<file path="src/rtl/mul_div_unit_pkg.sv">
// Shared funct codes and multiply/divide FSM state encoding.
// Used by the EX-stage ALU, ALU control and the multiply/divide unit.
package mul_div_unit_pkg;

  localparam logic [5:0] FUNCT_AND   = 6'd36;
  localparam logic [5:0] FUNCT_OR    = 6'd37;
  localparam logic [5:0] FUNCT_ADD   = 6'd32;
  localparam logic [5:0] FUNCT_SUB   = 6'd34;
  localparam logic [5:0] FUNCT_SLT   = 6'd42;
  localparam logic [5:0] FUNCT_MULTU = 6'd25;
  localparam logic [5:0] FUNCT_DIVU  = 6'd27;
  localparam logic [5:0] FUNCT_MFHI  = 6'd16;
  localparam logic [5:0] FUNCT_MFLO  = 6'd18;

  localparam logic [1:0] ST_IDLE = 2'd0;
  localparam logic [1:0] ST_MUL  = 2'd1;
  localparam logic [1:0] ST_DIV  = 2'd2;
  localparam logic [1:0] ST_DONE = 2'd3;

endpackage

</file>
<file path="src/rtl/mul_div_unit.sv">
// Iterative unsigned multiply (shift-add) / divide (restoring), one bit per clock,
// with HI/LO result registers read back through MFHI/MFLO.
module mul_div_unit
  import mul_div_unit_pkg::*;
#(
  parameter int WIDTH = 32
) (
  input  logic             clk,
  input  logic             reset,
  input  logic [WIDTH-1:0] dataA,
  input  logic [WIDTH-1:0] dataB,
  input  logic [5:0]       Signal,
  input  logic             start,
  output logic             busy,
  output logic             done,
  output logic [WIDTH-1:0] dataOut
);

  localparam int CW = $clog2(WIDTH) + 1;

  logic [1:0]         state;
  logic [CW-1:0]      count;
  logic [2*WIDTH-1:0] work;
  logic [2*WIDTH-1:0] work_next;
  logic [WIDTH-1:0]   opnd;
  logic [WIDTH-1:0]   hi;
  logic [WIDTH-1:0]   lo;

  logic [WIDTH:0]     add_a;
  logic [WIDTH:0]     add_b;
  logic               add_cin;
  logic [WIDTH+1:0]   add_res;
  logic               no_borrow;

  // One WIDTH+1-bit adder serves both operations; DIV feeds it a + ~b + 1.
  always_comb begin
    add_a   = {1'b0, work[2*WIDTH-1:WIDTH]};
    add_b   = work[0] ? {1'b0, opnd} : '0;
    add_cin = 1'b0;
    if (state == ST_DIV) begin
      add_a   = work[2*WIDTH-1:WIDTH-1];
      add_b   = ~{1'b0, opnd};
      add_cin = 1'b1;
    end
  end

  assign add_res   = {1'b0, add_a} + {1'b0, add_b} + {{(WIDTH+1){1'b0}}, add_cin};
  assign no_borrow = add_res[WIDTH+1];

  always_comb begin
    work_next = {add_res[WIDTH:0], work[WIDTH-1:1]};
    if (state == ST_DIV) begin
      if (no_borrow)
        work_next = {add_res[WIDTH-1:0], work[WIDTH-2:0], 1'b1};
      else
        work_next = {work[2*WIDTH-2:0], 1'b0};
    end
  end

  always_ff @(posedge clk or negedge reset) begin
    if (!reset) begin
      state <= ST_IDLE;
      count <= '0;
      work  <= '0;
      opnd  <= '0;
      hi    <= '0;
      lo    <= '0;
    end else begin
      case (state)
        ST_IDLE: begin
          count <= '0;
          if (start && Signal == FUNCT_MULTU) begin
            state <= ST_MUL;
            work  <= {{WIDTH{1'b0}}, dataB};
            opnd  <= dataA;
          end else if (start && Signal == FUNCT_DIVU) begin
            state <= ST_DIV;
            work  <= {{WIDTH{1'b0}}, dataA};
            opnd  <= dataB;
          end
        end
        ST_MUL, ST_DIV: begin
          work  <= work_next;
          count <= count + 1'b1;
          // HI/LO change only here, so MFHI/MFLO keep the old result while busy.
          if (count == CW'(WIDTH - 1)) begin
            state <= ST_DONE;
            hi    <= work_next[2*WIDTH-1:WIDTH];
            lo    <= work_next[WIDTH-1:0];
          end
        end
        default: state <= ST_IDLE;
      endcase
    end
  end

  assign busy = (state == ST_MUL) || (state == ST_DIV);
  assign done = (state == ST_DONE);

  always_comb begin
    case (Signal)
      FUNCT_MFHI: dataOut = hi;
      FUNCT_MFLO: dataOut = lo;
      default:    dataOut = '0;
    endcase
  end

endmodule

</file>
<file path="config.mk">
export PLATFORM = sky130hd
export DESIGN_NAME = mul_div_unit
export DESIGN_NICKNAME = d
export VERILOG_FILES = /design/src/rtl/mul_div_unit_pkg.sv /design/src/rtl/mul_div_unit.sv
export SDC_FILE = /design/constraint.sdc
export NUM_CORES = 1
export LEC_CHECK = 0
export CAP_MARGIN = 10
export CORE_MARGIN = 2
export CORE_UTILIZATION = 55
export CTS_CLUSTER_DIAMETER = 120
export DETAILED_ROUTE_END_ITERATION = 7
export PLACE_DENSITY_LB_ADDON = 0.08
export SLEW_MARGIN = 40
export SYNTH_ARGS = -nofsm -noshare
export SYNTH_HDL_FRONTEND = slang
export SYNTH_SLANG_ARGS = --single-unit
</file>
<file path="constraint.sdc">
create_clock -name clk -period 5.3 [get_ports clk]
set_input_delay 0.53 -clock clk [delete_from_list [all_inputs] [get_ports clk]]
set_output_delay 0.53 -clock clk [all_outputs]
set_load 0.01 [all_outputs]
</file>
Word-level counts from Yosys, hierarchy flattened
Index checks and enable logic that the tools add are counted.
- add/sub/neg operators: 3
- equal/unequal tests: 10
- multiplexer cells: 17
- bitwise logic cells: 1
- reduce and logical (&&, ||, !) cells: 11
- operator list (kind ; count):
    $mux 64 ; 4
    $pmux 64 s2 ; 1
    $mux 32 ; 3
    $mux 33 ; 2
    $pmux 32 s2 ; 1
    $add 33x33->34 ; 1
    $add 34x1->34 ; 1
    $not 32->33 ; 1
    $eq 6x5->1 const B ; 5
    $pmux 6 s2 ; 1
    $reduce_and 2->1 ; 4
    $add 6x1->6 const B ; 1
    $mux 2 ; 3
    $eq 2x2->1 const B ; 2
    $pmux 2 s2 ; 1
    $reduce_bool 2->1 ; 2
    $ne 3x3->1 const B ; 1
    $eq 2x1->1 const B ; 1
    $logic_and 1x1->1 ; 2
    $logic_not 2->1 ; 1
    $ne 2x2->1 const B ; 1
    $reduce_or 2->1 ; 1
    $logic_or 1x1->1 ; 1
    $mux 1 ; 1
- register bits after elaboration: 168
- output and inout bits: 34
- word-level logic and storage cells: 48

Depth between registers and ports, before layout
Gate-level depths: netlist of run 1.
- depth in word-level cells: 7
- gate-level depth with buffers: 19

Worst setup path after synthesis of run 1
OpenSTA, ideal clock, no wires.
- path type: register -> register
- start: register state[0]
- end: register hi[26]
- setup time: 0.125 ns
- arrival time: 4.063 ns
- data required time: 5.175 ns
- setup slack: 1.113 ns
- stages on the path, launching flop included: 17
- buffers on the path: 5
- clock period less this slack: 4.187 ns
- cell sequence: dfrtp_1 -> inv_1 -> ha_1 -> clkbuf_1 -> clkbuf_1 -> buf_1 -> mux2_2 -> ha_1 -> buf_2 -> a21o_1 -> a21o_1 -> a311o_1 -> a32oi_1 -> a21boi_2 -> buf_2 -> o221ai_1 -> mux2_2
- longest elaborated chain between the ends: 6
- elaborated cells on any way between the ends: 11
- ends and longest elaborated chain (item ; line ; source):
    from (decl) ; mul_div_unit.sv:21 ; logic [1:0] state;
    from (signal assigned) ; mul_div_unit.sv:62 ; state <= ST_IDLE;
    from (signal assigned) ; mul_div_unit.sv:73 ; state <= ST_MUL;
    from (signal assigned) ; mul_div_unit.sv:77 ; state <= ST_DIV;
    $eq 2x2->1 ; mul_div_unit.sv:40, mul_div_unit.sv:52, mul_div_unit.sv:69 ;
    $mux 33 ; mul_div_unit.sv:40 ; if (state == ST_DIV) begin
    $add 33x33->34 ; mul_div_unit.sv:47 ; assign add_res = {1'b0, add_a} + {1'b0, add_b} + {{(WIDTH+1){1'b0}}, add_cin};
    $add 34x1->34 ; mul_div_unit.sv:47 ;
    $mux 64 ; mul_div_unit.sv:53 ; if (no_borrow)
    $mux 64 ; mul_div_unit.sv:52 ; if (state == ST_DIV) begin
    to (signal assigned) ; mul_div_unit.sv:88 ; hi <= work_next[2*WIDTH-1:WIDTH];
    to (decl) ; mul_div_unit.sv:26 ; logic [WIDTH-1:0] hi;
Several ways; a longest one is shown, not always the timed one.
A chain may end at the register's enable or synchronous reset.

Final worst setup path of run 1
- start: register state[0]
- end: register hi[27]
The elaborated chain is that of the path after synthesis.

==> out/metrics.cfg, run 1 <==
[run_status]
status = complete, no violations

[setup_path]
critical_path.max_stage_delay_ps = 420
rrSetupSlack_ps = 750
criticalPathCategory = register to register
rr_startpoint = state[0]
cp-start-kind = register
cp_max_fo = 26
crit_slowest_cell = fa_1
crit_chain = inv_1, ha_1, buf_4, nor2b_1, buf_4, mux2i_1, fa_1, fa_1, nand2b_1, a21oi_1, o21ba_2, o2111ai_1, and3b_1, a21oi_1, xnor2_1, o221ai_1, mux2_2
cp-startpoint = state[0]
worstPathRequired_ps = 5610
endpoint_kind = register
arrival_ps = 4860

[floorplanning]
die_w_um = 146
die_area_um2 = 21200
io-pin-count = 107
core_region_area_um2 = 19600
die_y_um = 146
rows = 51
initial_core_util_pct = 56.3

[place]
numPortBuffers = 106
dp_hpwl_um = 22000
gp_congestion = 0.978

[finish]
syn_to_final_growth_pct = 17.1
fillers = 1664
multi_input_area_um2 = 6480
drive_gt1_share_pct = 11.7
n_antenna_cell = 0
final_common_cell = dfrtp_1
final_cell_mix = dfrtp_1 (168), nand2_1 (146), clkdlybuf4s50_1 (104)
register_area_um2 = 4200
postLayoutCoreUtil_pct = 66.0
final_nets = 1364

[global_routing]
grt_pass1_wl_um = 49100
track_usage_pct = 29.0
grt_max_degree = 101
overflow = 0
antenna_found_initial = 0
grt_pass1_vias = 9003

[power]
pwr-share-clk_pct = 14.5
finalPower_w = 0.00852
ir_worst_vdd_uv = 372
p_sw_share_pct = 47.3
p_seq_share_pct = 23.0
internal_power_w = 0.00449
pwr-share-comb_pct = 62.6
p_leak_nw = 5.73
p_sw_w = 0.00403
powerDensity_nw_per_um2 = 659

[clocking]
cts-htree-levels = 4
hold_buffers = 0
clkTransAtPathRegs_ps = 70
clock_sinks = 168
clk_latency_ps = 440
cts_buffers = 17
cts_tree = done
post_cts_resized = 0
cts-root-buf = clkbuf_16
clockBufferDepth = 2
cts_setup_buffers = 0

[sta]
maxSlewViolCount = 0
final.min_clock_period_ps = 4550
setup_violations = 0
relSlewSlack_pct = 41.5
tns_ps = 0
fin_crit_sh_pct = 85.8
max_freq_ghz = 0.220
whs_ps = 128
finClkSkew_ps = 16.5
worstMarginPinSlew_ps = 876
rsz0062_at_grt = no
finalHoldViolCount = 0

[hold_path]
holdCritPathClass = input port to async pin

[logic_synthesis]
synth-seq-area-share_pct = 38.1
synth-edff-count = 0
syn_inst = 1197
ys_types = 64
synthFlopType = dfrtp_1
ys_async_sr_fraction_pct = 100
ys_seq_elements = 168
synth.avg_cell_area_um2 = 9.22
syn-num-nets = 1309
syn_area_um2 = 11000
yosys_warnings = 0

[detailed_routing]
drtPass1Iterations = 5
first_iter_violations = 524
wl_per_cell_um = 20.0
num_vias = 9303
drc = 0
drt_wl_total_um = 30600
ant_nets = 0
post_drt_via_cell_ratio = 6.08

[job]
max_cap_violations = 0

-- cell usage after synthesis, drive strengths merged, types with 4 or more instances --
library cell | n | share of area [%]
nand3 | 27 | 1.2
o21bai | 5 | 0.37
buf | 22 | 0.96
and2 | 5 | 0.28
a21o | 45 | 3.1
ha | 37 | 4.2
o21a | 6 | 0.41
o211ai | 5 | 0.34
nand2 | 148 | 5.0
clkbuf | 68 | 2.3
a31oi | 10 | 0.57
a211oi | 64 | 4.4
nand4 | 5 | 0.28
and3 | 4 | 0.23
mux2i | 101 | 9.2
nand2b | 8 | 0.45
o21ai | 124 | 5.6
nor2b | 33 | 1.9
o221a | 6 | 0.61
nor3 | 9 | 0.41
o22ai | 7 | 0.40
a22o | 14 | 1.1
o221ai | 12 | 0.95
nor2 | 61 | 2.1
dfrtp | 168 | 38
mux2 | 73 | 7.4
xor2 | 16 | 1.3
inv | 16 | 0.54
xnor2 | 15 | 1.2
a21oi | 50 | 2.3
-- through the flow --
stage | setup slack, ps | cell area, µm² | instances
2_1_floorplan | 1110 | 11000 | 1197
3_3_place_gp | 924 | 12300 | 1496
3_5_place_dp | 838 | 12300 | 1498
4_1_cts | 804 | 12900 | 1529
5_1_grt | 487 | 12900 | 1529
6_report | 753 | 12900 | 1529
-- kinds of logic after synthesis --
logic type	after synthesis	synth area share, %
AO/OA/AOI/OAI	366	21.7
XOR/XNOR	31	2.46
adder cells (fa/ha/maj)	39	4.56
buffers and inverters	106	3.82
flip-flops	168	38.1
multiplexers	174	16.6
AND/OR/NAND/NOR	313	12.8
-- flip-flops by register name, summed over array words and instances (netlist names) --
| register | cells |
|---|---|
| count | 6 |
| work | 64 |
| lo | 32 |
| state | 2 |
| opnd | 32 |
| hi | 32 |
-- worst max-delay path: cells and delay by family (launching register included) --
kind,cells,cell delay (ps)
AO/OA/AOI/OAI,5,1090
XOR/XNOR,1,180
adder cells (fa/ha/maj),3,1070
buffers and inverters,3,600
flip-flops,1,410
multiplexers,2,430
AND/OR/NAND/NOR,3,660
-- per-layer routing --
layer  track usage (%)  vias up  share of wire (%)
met1              37.9     4542                 44
met4              9.95        0                2.6
met2              50.5      250                 50
li1                  -     4470                  -
met3              3.29       41                3.4
met5                 0        -                  0
-- final cells by class --
class | instances | area share [%]
multi-input combinational | 923 | 50.2
timing repair buffer | 126 | 9.83
sequential | 168 | 32.5
tap | 265 | 2.57
clock inverter | 13 | 1.05
inverter | 16 | 0.465
clock buffer | 18 | 3.40
-- final timing paths --
check / depth (start not counted) / end
setup / recovery: 17 / hi[27]
hold / removal: 1 / opnd[26]
setup reg to reg: 17 / hi[27]
hold reg to reg: 2 / lo[15]
max in group asynchronous: 2 / state[1]
min in group clk: 2 / lo[15]
-- power groups by stage --
stage	registers, W	logic [W]	clock network [W]
finish	0.00196	0.00533	0.00123
global route	0.00199	0.00584	0.00130
CTS	0.00195	0.00529	0.00125
detailed placement	0.00196	0.00526	0
global placement	0.00196	0.00511	0
floorplan	0.00184	0.00402	0
(Power assumes the default switching activity.)
==> run 2, diff against run 1 <==
--- a/config.mk
+++ b/config.mk
@@ -5,9 +5,8 @@
 export SDC_FILE = /design/constraint.sdc
 export NUM_CORES = 1
 export LEC_CHECK = 0
-export CAP_MARGIN = 10
 export CORE_MARGIN = 2
-export CORE_UTILIZATION = 55
+export CORE_UTILIZATION = 35
 export CTS_CLUSTER_DIAMETER = 120
 export DETAILED_ROUTE_END_ITERATION = 7
 export PLACE_DENSITY_LB_ADDON = 0.08
==> run 2 against run 1 <==
Clock power about the same. Largest power group unchanged. Critical endpoint is now hi[15]. Global-route usage down 8.5 points. Die area is 55% higher.
==> out/metrics.cfg, run 2 (synthesis results as in run 1) <==
[setup_path]
rr_startpoint = state[0]
cp-start-kind = register
endpoint_kind = register
cp_max_fo = 19
cp-startpoint = state[0]
criticalPathCategory = register to register
worstPathRequired_ps = 5670
arrival_ps = 4770

[global_routing]
overflow = 0
grt_pass1_wl_um = 53200
track_usage_pct = 20.6
grt_max_degree = 104
grt_pass1_vias = 9103
antenna_found_initial = 0

[power]
internal_power_w = 0.00446
p_sw_w = 0.00406
p_seq_share_pct = 22.9
p_leak_nw = 5.73
ir_worst_vdd_uv = 291
pwr-share-clk_pct = 14.8
finalPower_w = 0.00852
powerDensity_nw_per_um2 = 651
pwr-share-comb_pct = 62.3
p_sw_share_pct = 47.6

[sta]
tns_ps = 0
fin_crit_sh_pct = 82.9
final.min_clock_period_ps = 4390
finalHoldViolCount = 0
relSlewSlack_pct = 46.7
setup_violations = 0
finClkSkew_ps = 15.7
maxSlewViolCount = 0
max_freq_ghz = 0.228
rsz0062_at_grt = no
worstMarginPinSlew_ps = 798

[finish]
final_common_cell = dfrtp_1
n_antenna_cell = 0
regMostFlops = work
final_nets = 1367
drive_gt1_share_pct = 12.1
final-instance-count-excl-fill = 1669
largest_reg_flops = 64
syn_to_final_growth_pct = 18.6
multi_input_area_um2 = 6470
fillers = 3111
final_cell_mix = dfrtp_1 (168), nand2_1 (144), clkdlybuf4s50_1 (104)
register_area_um2 = 4200

[clocking]
cts_buffers = 17
hold_buffers = 0
clockBufferDepth = 2
cts-htree-levels = 4
clock_sinks = 168
cts-root-buf = clkbuf_16
post_cts_resized = 0
cts_setup_buffers = 0
cts_tree = done
clkTransAtPathRegs_ps = 70
clk_latency_ps = 440

[floorplanning]
rows = 65
io-pin-count = 107
core_region_area_um2 = 31300
die_area_um2 = 33000
initial_core_util_pct = 35.2
die_y_um = 182
die_w_um = 182

[detailed_routing]
drtPass1Iterations = 5
ant_nets = 0
first_iter_violations = 424
wl_met3_um = 851
met1Wirelength_um = 15700
wl_per_cell_um = 19.9
drt_wl_total_um = 33200
num_vias = 8953
routed-wl-met2_um = 16400
highest_layer = met4
drc = 0
post_drt_via_cell_ratio = 5.36

[run_status]
status = complete, no violations

[hold_path]
holdCritPathClass = input port to async pin

[place]
dp_hpwl_um = 24100
numPortBuffers = 106
gp_congestion = 0.884
dp_cells = 1638

[job]
max_cap_violations = 0

[run 2: worst paths after layout]
path	end	slack [ps]	cells after the start
worst max-delay path	hi[15]	910	15
worst min-delay path	lo[29]	50	1
worst max register to register	hi[15]	910	15
worst min register to register	lo[16]	480	2
max in group asynchronous	state[0]	4220	2
min in group clk	lo[16]	480	2
[run 2: critical path, stage by stage (launching register included)]
cell and delay [ps]:
dfrtp_1 420, inv_1 160, ha_1 480, nor2b_2 110, buf_4 220, mux2_2 280
ha_1 350, a21oi_1 240, o21ai_1 160, a311o_1 410, a32oi_1 240, a21bo_1 410
nor2_2 380, nand2_1 100, o211ai_1 150, mux2_2 210
[run 2: power groups by stage]
| stage | sequential (W) | clock, W | combinational (W) |
|---|---|---|---|
| finish | 0.00195 | 0.00126 | 0.00531 |
| global route | 0.00200 | 0.00135 | 0.00592 |
| CTS | 0.00195 | 0.00129 | 0.00535 |
| detailed placement | 0.00197 | 0 | 0.00532 |
| global placement | 0.00198 | 0 | 0.00529 |
| floorplan | 0.00184 | 0 | 0.00402 |
[run 2: metrics by stage]
stage | hold WS, ps | util, % | cell area, µm² | setup WS (ps)
CTS | 92.8 | 41.8 | 13100 | 862
global placement | 461 | 39.9 | 12500 | 930
floorplan | 234 | - | 11000 | 1110
detailed placement | 469 | 40.0 | 12500 | 880
global route | 103 | 41.8 | 13100 | 583
finish | 52.4 | 41.8 | 13100 | 907
[run 2: area by class of cell]
cell class | instances | area share, %
Multi-Input combinational cell | 923 | 49.5
Sequential cell | 168 | 32.1
Timing Repair Buffer | 129 | 9.73
Tap cell | 402 | 3.84
Clock buffer | 18 | 3.36
Clock inverter | 13 | 1.01
Inverter | 16 | 0.459
[run 2: metal layers]
metal	GRT usage [%]	vias to the layer above
li1	-	4468
met2	35.9	141
met1	27.4	4333
met3	3.07	11
met4	3.51	0
met5	0	-
==> run 3, diff against run 2 <==
==> constraint.sdc (replaced) <==
create_clock -name clk -period 4.1 [get_ports clk]
set_input_delay 0.41 -clock clk [delete_from_list [all_inputs] [get_ports clk]]
set_output_delay 0.41 -clock clk [all_outputs]
set_load 0.01 [all_outputs]
==> run 3 against run 2 <==
Via count rose by 0.60%. Highest routed layer unchanged. Setup slack got worse by 710 ps. Non-clock buffer count rose by 34. Final cell count rose by 2.0%. Register-to-register slack got worse by 710 ps. Flip-flop and latch count did not move. Combinational power rose by 36%. Critical path depth rose by 1.
==> out/metrics.cfg, run 3 (synthesis results as in run 1) <==
[hold_path]
holdCritPathClass = input port to async pin

[setup_path]
endpoint_kind = register
crit_slowest_cell = a311o_1
worstPathRequired_ps = 4410
cp-startpoint = state[0]
critical_path.max_stage_delay_ps = 400
crit_chain = inv_1, ha_2, nor2b_1, buf_4, buf_4, mux2_2, ha_1, a21oi_1, o21ai_1, a311o_1, a32oi_1, a21boi_4, buf_12, nor2_1, a311oi_2, o21ai_1
cp-start-kind = register
criticalPathCategory = register to register
cp_max_fo = 30
arrival_ps = 4210
rr_startpoint = state[0]

[finish]
final_nets = 1401
largest_reg_flops = 64
syn_to_final_growth_pct = 22.0
final-instance-count-excl-fill = 1703
postLayoutCoreUtil_pct = 43.0
final_cell_mix = dfrtp_1 (167), nand2_1 (146), clkdlybuf4s50_1 (104)
n_antenna_cell = 0
regMostFlops = work
final_common_cell = dfrtp_1
drive_gt1_share_pct = 14.8

[clocking]
cts-root-buf = clkbuf_16
cts_buffers = 17
clock_sinks = 168
clkTransAtPathRegs_ps = 70
cts_tree = done
cts-htree-levels = 4
clockBufferDepth = 2
clk_latency_ps = 440

[sta]
worstMarginPinSlew_ps = 774
rsz0062_at_grt = no
maxSlewViolCount = 0
max_freq_ghz = 0.256
relSlewSlack_pct = 48.4
fin_crit_sh_pct = 95.2
finalHoldViolCount = 0
final.min_clock_period_ps = 3900
setup_violations = 0
tns_ps = 0
finClkSkew_ps = 11.2

[detailed_routing]
drtPass1Iterations = 7
drt_wl_total_um = 32700
wl_per_cell_um = 19.2
first_iter_violations = 434
num_vias = 9007
drc = 0
ant_nets = 0
post_drt_via_cell_ratio = 5.29

[power]
p_sw_share_pct = 46.2
powerDensity_nw_per_um2 = 843
finalPower_w = 0.0114
p_leak_nw = 5.93
internal_power_w = 0.00611
ir_worst_vdd_uv = 407
pwr-share-comb_pct = 63.8
p_sw_w = 0.00525
pwr-share-clk_pct = 14.0
p_seq_share_pct = 22.2

[global_routing]
overflow = 0
grt_pass1_vias = 9225
grt_pass1_wl_um = 52400
grt_max_degree = 78
antenna_found_initial = 0
track_usage_pct = 20.3

[floorplanning]
die_y_um = 182
io-pin-count = 107
die_area_um2 = 33000
die_w_um = 182
core_region_area_um2 = 31300
initial_core_util_pct = 35.2
rows = 65

[run_status]
status = complete, no violations

[job]
max_cap_violations = 0

[place]
gp_congestion = 0.834
dp_cells = 1666
dp_hpwl_um = 24100
numPortBuffers = 106

-- run 3: changes by cell type in the layout (fill, tap and decap cells not counted), sizes merged --
cell / previous run / this run
inv: 23 / 19
clkinv: 2 / 3
clkbuf: 18 / 19
dlygate4sd3: 0 / 1
clkinvlp: 3 / 5
buf: 25 / 58
-- run 3: stage by stage --
| step | hold WS [ps] | setup WS [ps] | instance area, µm² |
|---|---|---|---|
| after detailed placement | 470 | 135 | 12800 |
| after floorplan | 114 | 59.9 | 11000 |
| final | 379 | 198 | 13500 |
| after global placement | 461 | 144 | 12800 |
| after CTS | 18.7 | 85.0 | 13400 |
| after global routing | 387 | 16.1 | 13500 |
-- run 3: path summary, 6_finish.rpt --
kind | slack [ps] | depth (start not counted) | end
setup reg to reg | 200 | 16 | work[39]
max in group asynchronous | 2660 | 4 | work[14]
hold reg to reg | 480 | 2 | lo[1]
setup / recovery | 200 | 16 | work[39]
hold / removal | 380 | 2 | work[29]
min in group clk | 480 | 2 | lo[1]
-- run 3: cell type report --
cell class | count | area, µm²
clock buffers | 19 | 453
clock inverters | 12 | 119
fillers | 3081 | 17800
inverters | 16 | 60.1
multi-input cells | 923 | 6480
flip-flops and latches | 168 | 4210
well taps | 402 | 503
repair buffers | 163 | 1640
-- run 3: metal layers --
| layer | share of wire (%) | vias to the layer above | track usage, % |
|---|---|---|---|
| met5 | 0 | - | 0 |
| met4 | 1.3 | 0 | 5.14 |
| met3 | 2.3 | 20 | 3.01 |
| met2 | 48 | 132 | 34.1 |
| met1 | 49 | 4321 | 27.4 |
| li1 | - | 4534 | - |
-- run 3: critical path, delay by kind of cell (launching register included) --
family	cells	cell delay [ps]
adder cells (fa/ha/maj)	2	520
buffers and inverters	4	710
flip-flops	1	380
multiplexers	1	280
AO/OA/AOI/OAI	7	1690
AND/OR/NAND/NOR	2	130
-- run 3: power by group through the flow --
stage | Sequential [W] | Combinational [W] | Clock [W]
6_report | 0.00252 | 0.00724 | 0.00159
5_1_grt | 0.00258 | 0.00807 | 0.00170
4_1_cts | 0.00252 | 0.00722 | 0.00164
3_5_place_dp | 0.00254 | 0.00719 | 0
3_3_place_gp | 0.00255 | 0.00709 | 0
2_1_floorplan | 0.00237 | 0.00519 | 0
-- run 3: timing repair --
item | CTS | global route
resized for setup | 0 | 10
hold buffers | 0 | 1
setup buffers | 0 | 4
setup endpoints to repair | 0 | 58
hold endpoints to repair | 0 | 17
